`config.mk`:
```
export PLATFORM = sky130hd
export DESIGN_NAME = seq_pattern_generator
export DESIGN_NICKNAME = d
export VERILOG_FILES = /design/src/rtl/seq_pattern_generator.sv
export SDC_FILE = /design/constraint.sdc
export NUM_CORES = 1
export LEC_CHECK = 0
export BUFFER_PORTS_ARGS = -buffer_cell sky130_fd_sc_hd__buf_2
export CORE_MARGIN = 2
export CORE_UTILIZATION = 45
export DETAILED_ROUTE_END_ITERATION = 10
export PLACE_DENSITY = 0.81
export RECOVER_POWER = 25
export SYNTH_ARGS = -nofsm -noshare
export SYNTH_HDL_FRONTEND = slang
export SYNTH_SLANG_ARGS = --single-unit
```
`constraint.sdc`:
```
create_clock -name clk -period 1.46 [get_ports clk]
set_clock_uncertainty 0.1 [all_clocks]
set_input_delay 0.292 -clock clk [delete_from_list [all_inputs] [get_ports clk]]
set_output_delay 0.292 -clock clk [all_outputs]
set_load 0.01 [all_outputs]
```
`src/rtl/seq_pattern_generator.sv`:
```
// Serial pattern transmitter: sends PATTERN MSB-first, one bit per rising edge of
// the debounced step input, in single-shot or continuous-repeat mode.
//
// Handshake: V=1 marks X and Q as a valid pattern bit. done is a one-cycle pulse
// that coincides with count already holding its incremented value.
module seq_pattern_generator #(
  parameter logic [7:0]  PATTERN = 8'b0001_0110,
  parameter int unsigned LEN     = 6
) (
  input  logic       clk,
  input  logic       reset,
  input  logic       step,
  input  logic       start,
  input  logic       stop,
  input  logic       M,
  output logic       X,
  output logic       V,
  output logic [2:0] Q,
  output logic       done,
  output logic [7:0] count,
  output logic [1:0] state_dbg
);

  typedef enum logic [1:0] {
    IDLE = 2'd0,
    SEND = 2'd1,
    DONE = 2'd2
  } state_t;

  localparam logic [2:0] LAST = 3'(LEN - 1);

  state_t     state, state_nxt;
  logic       step_d;
  logic       step_edge;
  logic       x_nxt, v_nxt, done_nxt;
  logic [2:0] q_nxt, q_inc;
  logic [7:0] count_nxt;

  assign step_edge = step & ~step_d;
  assign q_inc     = Q + 3'd1;
  assign state_dbg = state;

  always_ff @(posedge clk or negedge reset) begin
    if (!reset) begin
      state  <= IDLE;
      step_d <= 1'b0;
      X      <= 1'b0;
      V      <= 1'b0;
      Q      <= 3'd0;
      done   <= 1'b0;
      count  <= 8'd0;
    end else begin
      state  <= state_nxt;
      step_d <= step;
      X      <= x_nxt;
      V      <= v_nxt;
      Q      <= q_nxt;
      done   <= done_nxt;
      count  <= count_nxt;
    end
  end

  // stop outranks everything; M is only consulted on the final-bit step edge
  always_comb begin
    state_nxt = state;
    x_nxt     = X;
    v_nxt     = V;
    q_nxt     = Q;
    done_nxt  = 1'b0;
    count_nxt = count;
    if (stop) begin
      state_nxt = IDLE;
      x_nxt     = 1'b0;
      v_nxt     = 1'b0;
      q_nxt     = 3'd0;
    end else begin
      case (state)
        IDLE: begin
          x_nxt = 1'b0;
          v_nxt = 1'b0;
          q_nxt = 3'd0;
          if (start) begin
            state_nxt = SEND;
            x_nxt     = PATTERN[LAST];
            v_nxt     = 1'b1;
          end
        end
        SEND: begin
          if (step_edge) begin
            if (Q == LAST) begin
              done_nxt  = 1'b1;
              count_nxt = count + 8'd1;
              q_nxt     = 3'd0;
              if (M) begin
                x_nxt = PATTERN[LAST];
                v_nxt = 1'b1;
              end else begin
                state_nxt = DONE;
                x_nxt     = 1'b0;
                v_nxt     = 1'b0;
              end
            end else begin
              q_nxt = q_inc;
              x_nxt = PATTERN[LAST - q_inc];
            end
          end
        end
        DONE: begin
          state_nxt = IDLE;
          x_nxt     = 1'b0;
          v_nxt     = 1'b0;
          q_nxt     = 3'd0;
        end
        default: begin
          state_nxt = IDLE;
          x_nxt     = 1'b0;
          v_nxt     = 1'b0;
          q_nxt     = 3'd0;
        end
      endcase
    end
  end

endmodule

```
==> results.json <==
{
  "grt_pass1_vias": 598,
  "wl_per_cell_um": 11.8,
  "nFillCells": 149,
  "finalWorstSetupSlack_ns": -0.101,
  "cts_tree": "built",
  "die_h_um": 46.4,
  "final_util": 0.655,
  "port_buffers": 21,
  "synth_area_leaders": "dfrtp_1, xnor2_1, ha_1",
  "total_leakage_power_nw": 0.604,
  "slew_violations": 0,
  "dp_hpwl_mm": 1.20,
  "synth_seq_cells": 17,
  "syn-cell-area_um2": 810,
  "post_drt_via_cell_ratio": 4.66,
  "drive_gt1_frac": 0.485,
  "syn_inst": 67,
  "path_class": "reg -> reg",
  "clock-sinks": 17,
  "synthArstFlopShare": 1.00,
  "diodes": 0,
  "drc": 0,
  "p_per_area_mw_per_mm2": 705,
  "finalHoldViolCount": 0,
  "post-cts-setup-buffers": 0,
  "met3_length_um": 43,
  "wirelength_mm": 1.52,
  "avgSynthCellArea_um2": 12.1,
  "die_w_um": 46.4,
  "syn_nets": 77,
  "fin_crit_sh": 1.07,
  "max_freq_mhz": 641,
  "seq_area_um2": 427,
  "whs_ns": 0.100,
  "synth-main-ff-cell": "dfrtp_1",
  "wl_met2_um": 783,
  "core_mm2": 0.00171,
  "crit_path_end_kind": "flip-flop",
  "rows": 15,
  "grt_first_pass_wirelength_mm": 2.45,
  "htreeDepth": 1,
  "ios": 22,
  "final.setup.tns_ns": -0.705,
  "ys_seq_area_frac": 0.526,
  "drv_cap": 0,
  "synth_most_common_cell": "dfrtp_1",
  "antenna_found_initial": 0,
  "clk_pin_slew_ns": 0.10,
  "cts_root_buf": "clkbuf_4",
  "rsz0062_at_grt": "true",
  "met1_length_um": 687,
  "netlist.area_leader.share": 0.526,
  "gp_congestion": 0.705,
  "start_kind": "flip-flop",
  "nNetsFinal": 114,
  "cts_buffer_depth": 2,
  "synth_edf_count": 0,
  "hold_class": "in -> reg",
  "setup_viol": 9,
  "drtPass1Iterations": 2,
  "multiInputGateArea_um2": 427,
  "grtUsageTotal": 0.159,
  "synthDistinctLibCells": 26,
  "arrival_ns": 1.63,
  "highest_layer": "met3",
  "drtIter0Drc": 6,
  "grt_max_degree": 18,
  "path_max_fanout": 6,
  "worstSkewPairLatency_ns": 0.28,
  "critical_path_required_ns": 1.53,
  "cts_inserted_buffers": 3,
  "dieArea_mm2": 0.00215,
  "max_slew_margin": 0.428,
  "status": "finished with violations",
  "start_util": 0.474,
  "peakVddDrop_uv": 673,
  "violations": "negative setup slack",
  "ys_warn_count": 0,
  "tightest_slew_ns": 0.859,
  "via_count": 597,
  "area_growth_pct": 38.2,
  "yosysTopAreaCell": "dfrtp_1",
  "synth_commonest_cells": "dfrtp_1, xnor2_1, nor2_1",
  "finalCriticalPeriod_ns": 1.56,
  "grt_overflow": 0,
  "ant_nets": 0
}
-- power breakdown --
group | internal (mW) | switching [mW] | leakage (nW)
sequential | 0.477 | 0.00411 | 0.231
clock | 0.102 | 0.141 | 0.0177
combinational | 0.0293 | 0.0347 | 0.355
total | 0.608 | 0.180 | 0.604
-- sequential cells by signal, summed over array words and instances (netlist names) --
name       flops
count          8
Q              3
step_d         1
V              1
X              1
state_dbg      2
done           1
-- cells in the final DEF (no fill, tap or decap), drive strengths merged, types with 2 or more instances in the layout --
master / n
a21oi: 4
buf: 30
clkbuf: 5
dfrtp: 17
ha: 4
inv: 2
mux2i: 2
nand2: 2
nand3: 4
nand4: 2
nor2: 6
nor3: 2
o21ai: 2
or3b: 2
xnor2: 7
xor2: 2
-- what timing repair did --
item,4_1_cts,5_1_grt
hold buffers,1,0
endpoints found under the hold margin,17,0
gates resized for setup,8,3
pin swaps,4,3
setup endpoints to repair,12,13
gates cloned,0,0
-- metal layers --
layer,vias to the layer above,track usage
li1,307,-
met1,277,0.206
met2,13,0.272
met3,0,0.0235
met4,0,0.0514
met5,-,0
-- final cells by class --
class / count / share of cell area
Multi-Input combinational cell: 47 / 0.381
Tap cell: 25 / 0.0280
Timing Repair Buffer: 33 / 0.178
Clock inverter: 1 / 0.00447
Clock buffer: 3 / 0.0201
Sequential cell: 17 / 0.381
Inverter: 2 / 0.00671
-- through the flow --
| step | instances | cell area [um^2] | worst slack, ns | power (mW) |
|---|---|---|---|---|
| 6_report | 128 | 1120 | -0.101 | 0.788 |
| 5_1_grt | 128 | 1120 | -0.181 | 0.827 |
| 4_1_cts | 128 | 1100 | -0.110 | 0.801 |
| 3_5_place_dp | 123 | 1020 | -0.146 | 0.551 |
| 3_3_place_gp | 123 | 1020 | -0.143 | 0.549 |
| 2_1_floorplan | 67 | 817 | -0.135 | 0.519 |
-- final timing paths --
kind / startpoint / to / slack, ns / cells past startpoint
min reg2reg: count[7] / count[7] / 0.38 / 1
max: Q[1] / count[1] / -0.10 / 5
min: step / step_d / 0.10 / 1
max in group asynchronous: reset / Q[0] / 0.16 / 2
max reg2reg: Q[1] / count[1] / -0.10 / 5
min in group asynchronous: reset / count[2] / 0.52 / 2
-- critical path: stages, from the launching register on --
cell and delay, ns:
dfrtp_1 0.42, inv_2 0.11, ha_4 0.16, nand4b_4 0.15, nor2_4 0.20, mux2_4 0.32
-- cell families (layout without fill, tap and decap cells) --
group                    count (synthesis)  in the layout  synth area share
AND/OR/NAND/NOR                         23             23             0.196
flip-flops                              17             17             0.526
XOR/XNOR                                 9              9            0.0974
AO/OA/AOI/OAI                            8              8            0.0572
adder cells (fa/ha/maj)                  4              4            0.0618
multiplexers                             3              3            0.0386
buffers and inverters                    3             39            0.0232
Note: power is estimated with default switching activity, not from simulation.
